<file path="config.mk">
export PLATFORM = sky130hd
export DESIGN_NAME = palabras_four_tx
export DESIGN_NICKNAME = d
export VERILOG_FILES = /design/src/rtl/palabras_four_tx.sv
export SDC_FILE = /design/constraint.sdc
export NUM_CORES = 1
export LEC_CHECK = 0
export CAP_MARGIN = 20
export CORE_ASPECT_RATIO = 1.5
export CORE_MARGIN = 2
export CORE_UTILIZATION = 30
export DETAILED_ROUTE_END_ITERATION = 6
export DONT_BUFFER_PORTS = 1
export PLACE_DENSITY = 0.47
export RECOVER_POWER = 100
export SYNTH_ARGS = -nofsm -noshare
export SYNTH_HDL_FRONTEND = slang
export SYNTH_SLANG_ARGS = --single-unit
</file>
<file path="constraint.sdc">
create_clock -name clk -period 6.2 [get_ports clk]
set_input_delay 0.93 -clock clk [delete_from_list [all_inputs] [get_ports clk]]
set_output_delay 0.93 -clock clk [all_outputs]
set_load 0.02 [all_outputs]
</file>
<file path="src/rtl/palabras_four_tx.sv">
// palabras_four_tx
// Serializes one word of palabras_escale bytes toward a UART TX core.
// Each byte goes out on one transmitter handshake.
//
// Ports:
//   clk        system clock; all logic runs on its rising edge
//   rst        asynchronous active-low reset
//   data_in    word to send; sampled only on acceptance
//   data_valid request to send data_in
//   ready      high when a word can be accepted (IDLE only)
//   tx_done    one-cycle pulse from the UART core when the current byte has finished
//   dato_tx    byte presented to the UART core; held stable between tx_start pulses
//   tx_start   one-cycle pulse; the UART core latches dato_tx
//   flat_sent  one-cycle pulse one cycle after the last byte's tx_done
//   busy       high from acceptance through the flat_sent cycle
//
// Handshake: a word is accepted on a rising edge where data_valid=1 and
// ready=1. data_valid while ready=0 is dropped; it is not queued.
// Toward the UART core, tx_start hands over one byte. tx_done is honoured
// only in WAIT, and at most once per WAIT visit.
//
// Build option: define PALABRAS_MSB_FIRST_EN to send the most-significant
// byte first. By default the least-significant byte goes first.
// All outputs are registered, so each one reflects the current FSM state.

module palabras_four_tx #(
  parameter int palabras_escale = 8,
  parameter int bits_escale     = 3
) (
  input  logic                         clk,
  input  logic                         rst,
  input  logic [palabras_escale*8-1:0] data_in,
  input  logic                         data_valid,
  output logic                         ready,
  input  logic                         tx_done,
  output logic [7:0]                   dato_tx,
  output logic                         tx_start,
  output logic                         flat_sent,
  output logic                         busy
);

  typedef enum logic [1:0] {
    IDLE = 2'd0,
    SEND = 2'd1,
    WAIT = 2'd2,
    DONE = 2'd3
  } state_t;

  localparam logic [bits_escale-1:0] LAST_CON = bits_escale'(palabras_escale - 1);

  state_t                       state, state_n;
  logic [bits_escale-1:0]       con, con_n;
  logic [palabras_escale*8-1:0] hold, hold_n;
  logic [7:0]                   dato_n;
  logic                         tx_start_n, flat_n, busy_n, ready_n;

  // Byte-select path. On acceptance, the first byte comes straight from
  // data_in, because the hold register is loaded on that same edge.
  logic                         load_byte;
  logic [bits_escale-1:0]       sel_con;
  logic [bits_escale-1:0]       byte_idx;
  logic [palabras_escale*8-1:0] src_word;

  always_comb begin
    state_n    = state;
    con_n      = con;
    hold_n     = hold;
    dato_n     = dato_tx;
    tx_start_n = 1'b0;
    flat_n     = 1'b0;
    busy_n     = busy;
    ready_n    = ready;
    load_byte  = 1'b0;
    sel_con    = con;
    src_word   = hold;
    byte_idx   = '0;

    case (state)
      IDLE: begin
        if (data_valid) begin
          hold_n     = data_in;
          con_n      = '0;
          sel_con    = '0;
          src_word   = data_in;
          load_byte  = 1'b1;
          tx_start_n = 1'b1;
          busy_n     = 1'b1;
          ready_n    = 1'b0;
          state_n    = SEND;
        end
      end
      SEND: begin
        // tx_done is ignored here; the core has only just been started.
        state_n = WAIT;
      end
      WAIT: begin
        if (tx_done) begin
          if (con == LAST_CON) begin
            flat_n  = 1'b1;
            state_n = DONE;
          end else begin
            con_n      = con + 1'b1;
            sel_con    = con + 1'b1;
            load_byte  = 1'b1;
            tx_start_n = 1'b1;
            state_n    = SEND;
          end
        end
      end
      DONE: begin
        // The hold register keeps the last word; only the counter rewinds.
        con_n   = '0;
        busy_n  = 1'b0;
        ready_n = 1'b1;
        state_n = IDLE;
      end
      default: begin
        state_n = IDLE;
      end
    endcase

`ifdef PALABRAS_MSB_FIRST_EN
    byte_idx = LAST_CON - sel_con;
`else
    byte_idx = sel_con;
`endif

    if (load_byte) begin
      dato_n = src_word[{byte_idx, 3'b000} +: 8];
    end
  end

  always_ff @(posedge clk or negedge rst) begin
    if (!rst) begin
      state     <= IDLE;
      con       <= '0;
      hold      <= '0;
      dato_tx   <= 8'h00;
      tx_start  <= 1'b0;
      flat_sent <= 1'b0;
      busy      <= 1'b0;
      ready     <= 1'b1;
    end else begin
      state     <= state_n;
      con       <= con_n;
      hold      <= hold_n;
      dato_tx   <= dato_n;
      tx_start  <= tx_start_n;
      flat_sent <= flat_n;
      busy      <= busy_n;
      ready     <= ready_n;
    end
  end

endmodule

</file>
==> flow_summary.ini <==
[critical_path]
crit_fanout = 23
cp_common_cell = buf_4
slowest_stage = a21boi_0
crit_type = flop to flop
cp-start-kind = flop
crit_arrival_ns = 4.15
rrSetupSlack_ns = 2.32
r2r_start = con[0]
path_delay_family = compound AO/OA/AOI/OAI gates
rr_worst_depth = 9
worst-path-buf-inv = 2
worstPathRequired_ns = 6.47
cp_slowest_stage_delay_ns = 0.72
rr_endpoint = dato_tx[6]
worstSetupEndpointType = flop
worstPathCellList = ha_1 > a21boi_0 > a211oi_1 > buf_4 > nor2_1 > buf_4 > o22ai_1 > o21ai_0 > nand4b_1

[timing]
hold_viol = 0
setup_tns_ns = 0
tightest_slew_ns = 1.188
fin_hold_ws_ns = 0.2868
period_share = 0.6257
period_needed_ns = 3.879
fin_ws_ns = 2.321
setup_viol = 0
relSlewSlack = 0.1993
skew_ns = 0.005366
fmax_mhz = 257.8
drv_slew = 0
grt_setup_unrepaired = no

[synthesis]
synth.largest_area_cell = dfrtp_1
ys_seq_area_frac = 0.5039
yosysUniqueCellTypes = 55
synth_area_um2 = 4025
synth_top_area_share = 0.4974
netlist_top_cells_area = dfrtp_1, nand2_1, mux2_2, or3_1, o211ai_1
async_flop_share = 1.000
synthCells = 418
synth_seq_cells = 81
ys.flop_type = dfrtp_1
synth.avg_cell_area_um2 = 9.629
yosysWarnings = 0
synth_edf_count = 0
synth_nets = 487

[global_route]
grt_max_degree = 82
antenna_found_initial = 0
grt_pass1_vias = 3349
gr-total-overflow = 0
grt_first_pass_wirelength_um = 19110
gr-usage-all-layers = 0.1727

[route]
drc_errors = 0
num_vias = 3152
routedWlPerCell_um = 21.28
ant_nets = 0
first_iter_violations = 166
drt-total-wl_um = 12260
firstDrtPassIters = 4
routed_via_density = 5.472

[power]
clockPowerShare = 0.237
switchingPower_mw = 0.9546
p_comb_frac = 0.363
power.leakage_nw = 1.949
peakVddDrop_mv = 0.1723
seq_power_share = 0.400
power.internal_mw = 1.502
swShare = 0.3885
power_density_nw_per_um2 = 552.9

[floorplan]
rows = 51
die_area_um2 = 14380
die_w_um = 98.58
die_h_um = 145.9
io_pins = 80
coreArea_um2 = 13020
start_util = 0.3092

[cells_and_area]
layout-drive-gt1-share = 0.06954
final_nets = 481
synthToLayoutAreaGrowth_pct = 10.41
fin_util = 0.3414
antennaDiodeCount = 0

[clocking]
post-cts-setup-buffers = 0
cts_sinks = 81
htreeDepth = 3
worst_skew_pair.late_latency_ns = 0.34
cts_tree = built
cts_resized = 0
cts_buffers = 9
clk_pin_slew_ns = 0.06
ctsHoldBuffers = 0
cts_root_buf = clkbuf_16
cts_buffer_depth = 2

[flow_run]
drv_cap = 0

[placed_design]
portBuffers = 0
place_ws_ns = 2.474
dp_hpwl_um = 8811
routabilityCongestion = 0.8853

[run_status]
outcome = completed

[hold_path]
hold_class = input pin to async pin
## cell usage after synthesis, drive strengths merged (2+ instances only)
library cell    n
o221a           2
nor3b           2
and3            2
nor2           24
dfrtp          80
nand4           5
o311ai          6
o22ai           6
buf            13
nor2b           3
nand2b          6
nand2         124
or3            18
o31ai           4
clkbuf         10
o21ai           7
or2b            2
o21a            2
inv             6
nor3            8
nand3           3
and2            2
o221ai          8
o211ai         13
o32a            6
a21oi           6
a211oi          5
mux2           29
## registers in the layout (all words and copies together), names as in the netlist
register / cells
dato_tx: 8
ready: 1
busy: 1
state: 2
flat_sent: 1
con: 3
hold: 64
tx_start: 1
## worst max path at each step
stage,start,end,cells past startpoint
floorplan,data_valid,dato_tx[6],7
global placement,con[0],dato_tx[6],8
detailed placement,con[0],dato_tx[6],8
CTS,con[0],dato_tx[6],8
global route,con[0],dato_tx[5],9
finish,con[0],dato_tx[6],9
## final cells by class
cell class | count | area, um2
Sequential cell | 81 | 2028
Multi-Input combinational cell | 308 | 1836
Fill cell | 1392 | 8573
Clock inverter | 2 | 60.06
Clock buffer | 14 | 264.0
Timing Repair Buffer | 6 | 35.03
Tap cell | 159 | 198.9
Inverter | 6 | 22.52
## routing by layer
layer | up-vias | track usage | wire (um)
li1 | 1476 | - | -
met3 | 22 | 0.04131 | 666
met1 | 1553 | 0.2016 | 4710
met2 | 101 | 0.2959 | 6469
met5 | - | 0 | 0
met4 | 0 | 0.08082 | 410
## layout by cell type, fill, tap and decap left out, types with 7 or more instances in the layout
cell type / synthesis / final
or3_1: 18 / 18
o221ai_1: 8 / 8
nor3_1: 7 / 7
clkbuf_16: 0 / 9
mux2_1: 1 / 23
dfrtp_1: 80 / 80
nor2_1: 23 / 24
o21ai_0: 6 / 7
nand2_1: 124 / 124
o211ai_1: 13 / 13
## stage by stage
step	power [mW]	instance area, um2	std cells
after detailed placement	1.923	4135	558
after floorplan	1.654	4025	418
final	2.457	4444	576
after global routing	2.623	4444	576
after global placement	1.909	4135	558
after CTS	2.512	4459	574
## power groups by stage
stage	logic [mW]	registers, mW	clock network (mW)
5_1_grt	0.995	1.01	0.617
6_report	0.891	0.982	0.583
3_3_place_gp	0.911	0.998	0
3_5_place_dp	0.922	1.00	0
2_1_floorplan	0.740	0.915	0
4_1_cts	0.927	0.991	0.595
## cells by family after synthesis
family                   after synthesis  synth area share
AO/OA/AOI/OAI                         74            0.1458
AND/OR/NAND/NOR                      202            0.2241
flip-flops                            81            0.5039
multiplexers                          30           0.08455
buffers and inverters                 29           0.03637
XOR/XNOR                               1          0.002176
adder cells (fa/ha/maj)                1          0.003108
(Power assumes the default switching activity.)
==> patch 1, RTL diff (same settings) <==
Add a define of `PALABRAS_MSB_FIRST_EN`.
--- a/src/rtl/palabras_four_tx.sv
+++ b/src/rtl/palabras_four_tx.sv
@@ -22,6 +22,8 @@
 // Build option: define PALABRAS_MSB_FIRST_EN to send the most-significant
 // byte first. By default the least-significant byte goes first.
 // All outputs are registered, so each one reflects the current FSM state.
+
+`define PALABRAS_MSB_FIRST_EN
 
 module palabras_four_tx #(
   parameter int palabras_escale = 8,
Behaviour: not the same (Yosys sat finds a counterexample within 4 cycles, from zero or initial values and one cycle with rst low).
==> patch 1 against the unedited design <==
  * Power grew 3.1%
  * Synthesized area grew 3.9%
  * Routed wire length shrank 5.1%
  * Critical path depth shrank 1
  * Final cell count shrank 0.17%
  * Worst setup slack lost 0.32 ns
  * Synthesized cell count shrank 0.48%
  * Hold slack lost 0.00071 ns
  * Sequential cell count is the same
  * Count of clock-buffer cells in the layout shrank 5
  * Final area grew 3.2%
  * Largest power group unchanged
  * Critical path type unchanged
==> patch 1: results (changes against the unedited design) <==
{| class="wikitable"
! Metric !! Value
|-
| Dpl hpwl || 8251 um (was 8811 um)
|-
| Area share of xor/xnor cells in the synthesized design || 0% (was 0.2176%)
|-
| Post-synthesis share of cell area spent on full adders, half adders and majority gates || 0.2992% (was 0.3108%)
|-
| Place WS || 2.426 ns (was 2.474 ns)
|-
| Average vias per placed instance || 5.440 (was 5.472)
|-
| Net count of the finished layout || 477 (was 481)
|-
| Worst-case register-to-register setup slack || 2.00 ns (was 2.32 ns)
|-
| Total global routing track utilization || 16.42% (was 17.27%)
|-
| Share of layout cells above drive strength 1 || 10.90% (was 6.954%)
|-
| Peak VDD IR || 0.1564 mV (was 0.1723 mV)
|-
| Run status || finished, final reports clean (unchanged)
|-
| Leak pwr || 1.994 nW (was 1.949 nW)
|-
| Switching Fraction || 37.75% (was 38.85%)
|-
| Number of library cell types mapped by synthesis || 58 (was 55)
|-
| Violation count after the first detailed-routing iteration || 173 (was 166)
|-
| Fraction of synthesized area in multiplexers || 11.01% (was 8.455%)
|-
| Routability congestion estimate || 0.8081 (was 0.8853)
|-
| Post-synthesis net count || 485 (was 487)
|-
| Sequential cell area fraction in the yosys report || 48.50% (was 50.39%)
|-
| Transition time at the pin with the least slew margin || 1.184 ns (was 1.188 ns)
|-
| Proportion of power drawn by flip-flops and latches || 39.0% (was 40.0%)
|-
| Synthesized-area fraction occupied by ao, oa, aoi and oai cells || 18.01% (was 14.58%)
|-
| Global-route wire length before repair || 18770 um (was 19110 um)
|-
| Highest net fanout along the worst path || 45 (was 23)
|-
| Reg-to-reg startpoint || state[0] (was con[0])
|-
| Destination of the worst register-to-register timing path || dato_tx[1] (was dato_tx[6])
|-
| Buffers on Ports || 0 (unchanged)
|-
| Fillers || 1400 (was 1392)
|-
| Number of global-route vias before repair || 3310 (was 3349)
|-
| Clock Skews || 0.004382 ns (was 0.005366 ns)
|-
| Reg2reg path depth || 8 (was 9)
|-
| Most area-consuming cells after synthesis || dfrtp_1 48%, nand2_1 9.1%, mux2_2 7.5% (was dfrtp_1 50%, nand2_1 12%, mux2_2 7.6%)
|-
| Fraction of power consumed by the clock network || 24.1% (was 23.7%)
|-
| Leading post-synthesis cells by instance count || 101 x nand2_1, 80 x dfrtp_1, 28 x mux2_2 (was 124 x nand2_1, 80 x dfrtp_1, 27 x mux2_2)
|-
| Arrival @ worst endpoint || 4.41 ns (was 4.15 ns)
|}
-- patch 1: changes by cell type in the layout (fill, tap and decap cells not counted), sizes merged, moves of 6 or more --
cell and change:
a21oi +8, mux2i +12, nand2 -22, o211ai -13
o221ai +15, o311ai -6, or3 -15
-- patch 1: worst max path at each step --
stage                from         end  slack (ns)  cells past startpoint
3_5_place_dp   data_valid  dato_tx[1]        2.43                      7
2_1_floorplan  data_valid  dato_tx[1]        3.58                      5
5_1_grt          state[0]  dato_tx[0]        1.59                      8
6_report         state[0]  dato_tx[1]        2.00                      8
3_3_place_gp   data_valid  dato_tx[0]        2.54                      7
4_1_cts          state[0]  dato_tx[1]        2.59                      7
-- patch 1: critical path, stage by stage, from the launching register on --
cell,delay [ns]
dfrtp_1,0.63
nor3b_1,1.00
clkbuf_1,0.71
buf_4,0.60
nor2b_1,0.15
a21o_1,0.20
o21ai_0,0.15
a21boi_0,0.09
or4_1,0.51
-- patch 1: routing by layer --
layer	GRT usage, %	share of wire, %	up-vias
li1	-	-	1482
met1	19.27	40	1557
met2	28.49	52	79
met3	4.652	6.5	10
met4	5.616	1.3	0
met5	0	0	-
-- patch 1: through the flow --
stage               hold WS [ns]  std cells  cell area, sq um  power, mW
global placement          0.4573        558              4258      1.948
detailed placement        0.4619        558              4258      1.974
CTS                       0.2745        574              4601      2.596
global route              0.2680        575              4588      2.731
finish                    0.2861        575              4588      2.533
floorplan                 0.4410        416              4182      1.767
-- patch 1: final cells by class --
cell class | instances | area, sq um | area share (%)
clock buffers | 9 | 225.2 | 4.909
flip-flops and latches | 81 | 2028 | 44.21
repair buffers | 7 | 45.04 | 0.9817
multi-input cells | 300 | 1936 | 42.19
well taps | 162 | 202.7 | 4.418
inverters | 9 | 33.78 | 0.7363
clock inverters | 7 | 117.6 | 2.563
==> patch 2, RTL diff (same flow settings) <==
Without the edit above. Make the reset (`rst`) synchronous in one clocked block. Comments in the files are not updated.
--- a/src/rtl/palabras_four_tx.sv
+++ b/src/rtl/palabras_four_tx.sv
@@ -130,7 +130,7 @@
     end
   end
 
-  always_ff @(posedge clk or negedge rst) begin
+  always_ff @(posedge clk) begin
     if (!rst) begin
       state     <= IDLE;
       con       <= '0;
Behaviour: differs if rst is asserted again (counterexample within 4 cycles, from zero or initial values and one cycle with rst low); with rst held inactive, the same outputs for 10 cycles.
==> patch 2 against the unedited design <==
  * The run now ends with max-capacitance violations, max-slew violations left
  * Routed wire length is 7.3% lower
  * Sequential cell count stayed put
  * Final cell count is 9.9% higher
  * Sequential share of layout area is 8.1 points lower
  * Final area is 2.8% lower
  * Worst setup slack worse by 0.33 ns
  * Synthesized area is 1.6% lower
Power is not compared: it rests on default switching activity, and its combinational part moved more than twofold at a synthesized area within 25%.
==> patch 2: results (changes against the unedited design) <==
{| class="wikitable"
! Metric !! Value
|-
| Run status || finished with violations (was finished, final reports clean)
|-
| Violations in the final reports || max-capacitance violations, max-slew violations
|-
| Most area-consuming cells after synthesis || dfxtp_1 41%, mux2i_1 9.6%, nand2_1 7.7% (was dfrtp_1 50%, nand2_1 12%, mux2_2 7.6%)
|-
| Arrival @ worst endpoint || 4.42 ns (was 4.15 ns)
|-
| Average vias per placed instance || 5.273 (was 5.472)
|-
| Share of layout cells above drive strength 1 || 5.907% (was 6.954%)
|-
| Fraction of registers with async set or reset after synthesis || 0% (was 100.0%)
|-
| Total wire length after detailed routing || 11360 um (was 12260 um)
|-
| Clock tree buffer depth || 2 (unchanged)
|-
| Top flip-flop cell by instance count after synthesis || dfxtp_1 (was dfrtp_1)
|-
| Critical Path Slowest Stage Cell || clkbuf_1 (was a21boi_0)
|-
| Post-cts gate resize count || 0 (unchanged)
|-
| Transition time at the pin with the least slew margin || 3.352 ns (was 1.188 ns)
|-
| Number of library cell types mapped by synthesis || 45 (was 55)
|-
| Switch Pwr || 343.5 uW
|-
| Number of global-route vias before repair || 3295 (was 3349)
|-
| Avg Cell Area, Syn || 8.082 sq um (was 9.629 sq um)
|-
| Dpl hpwl || 8309 um (was 8811 um)
|-
| Root buffer cell || clkbuf_16 (unchanged)
|-
| Number of max-slew violations in the final report || 160 (was 0)
|-
| Fillers || 1355 (was 1392)
|-
| Register containing the most flip-flops in the final layout || hold (unchanged)
|-
| Routability congestion estimate || 0.8853 (unchanged)
|-
| Violation count after the first detailed-routing iteration || 163 (was 166)
|-
| Net count of the finished layout || 538 (was 481)
|-
| Leading post-synthesis cells by instance count || 81 x dfxtp_1, 81 x nand2_1, 56 x nor2_1 (was 124 x nand2_1, 80 x dfrtp_1, 27 x mux2_2)
|-
| Global-route wire length before repair || 17910 um (was 19110 um)
|-
| Total global routing track utilization || 16.24% (was 17.27%)
|-
| Count of placed standard cells including taps || 617 (was 558)
|-
| Type of the worst min-delay path || flip-flop to flip-flop (was input pin to async pin)
|-
| Post-synthesis net count || 559 (was 487)
|-
| Total of max-cap violations || 3 (was 0)
|-
| DP Area || 4026 sq um (was 4135 sq um)
|-
| Post-layout instance count excluding filler cells || 633 (was 576)
|-
| Largest net degree at the start of global routing || 73 (was 82)
|-
| Sequential cell area fraction in the yosys report || 40.95% (was 50.39%)
|-
| Hold wc startpoint || hold[53]
|-
| Power density of the placed cells || 300.5 nW/um^2
|-
| Critical path launch point || state[0] (was con[0])
|-
| Clock Skews || 0.006111 ns (was 0.005366 ns)
|-
| Category of cells accounting for the largest share of critical-path delay || buffers and inverters (was compound AO/OA/AOI/OAI gates)
|-
| Post-DRT Antenna Nets || 0 (unchanged)
|-
| Combinational-cell power consumption || 162 uW
|-
| Highest net fanout along the worst path || 40 (was 23)
|-
| Registers with the highest flip-flop counts || hold: 64 flops, dato_tx: 8 flops, con: 3 flops (unchanged)
|-
| Peak per-stage delay on the critical path || 1.81 ns (was 0.72 ns)
|}
[patch 2: cell types whose count changed in the layout (fill, tap and decap cells not counted), moves of 19 or more]
cell / unedited run / this run
a21oi_1: 6 / 43
dfrtp_1: 80 / 0
dfxtp_1: 0 / 81
mux2_1: 23 / 4
mux2i_1: 1 / 38
nand2_1: 124 / 81
nor2_1: 24 / 56
[patch 2: cell type report]
class / count / area [sq um] / area share (%)
inverter: 8 / 30.03 / 0.6955
clock inverter: 4 / 51.30 / 1.188
sequential: 81 / 1622 / 37.55
clock buffer: 12 / 256.5 / 5.940
multi-input combinational: 365 / 2141 / 49.58
tap: 159 / 198.9 / 4.607
timing repair buffer: 4 / 18.77 / 0.4347
[patch 2: cells by family after synthesis]
logic type,count (synthesis),synth area share (%)
XOR/XNOR,1,0.2212
multiplexers,46,11.88
AND/OR/NAND/NOR,192,21.33
flip-flops,81,40.95
buffers and inverters,44,5.023
AO/OA/AOI/OAI,125,20.28
adder cells (fa/ha/maj),1,0.3159
[patch 2: path summary, 6_finish.rpt]
path,end,slack [ns],cells after the start
setup / recovery,dato_tx[4],1.99,7
hold / removal,hold[53],0.46,2
setup reg to reg,dato_tx[4],1.99,7
hold reg to reg,hold[53],0.46,2
[patch 2: per-stage QoR]
step | setup WS (ns) | utilization (%)
after floorplan | 3.681 | -
after global placement | 3.040 | 31.08
after detailed placement | 2.933 | 31.08
after CTS | 2.955 | 33.46
after global routing | 1.527 | 33.33
final | 1.992 | 33.33
[patch 2: routing by layer]
metal,GRT usage [%],wire [um],vias up
li1,-,-,1682
met1,19.78,4877,1548
met2,27.40,5562,89
met3,3.890,636,19
met4,7.091,280,0
met5,0,0,-
[patch 2: worst min-delay path, stage by stage (launching register included)]
cell and delay [ns]:
dfxtp_1 0.31, nand2_1 0.05, a21oi_1 0.05
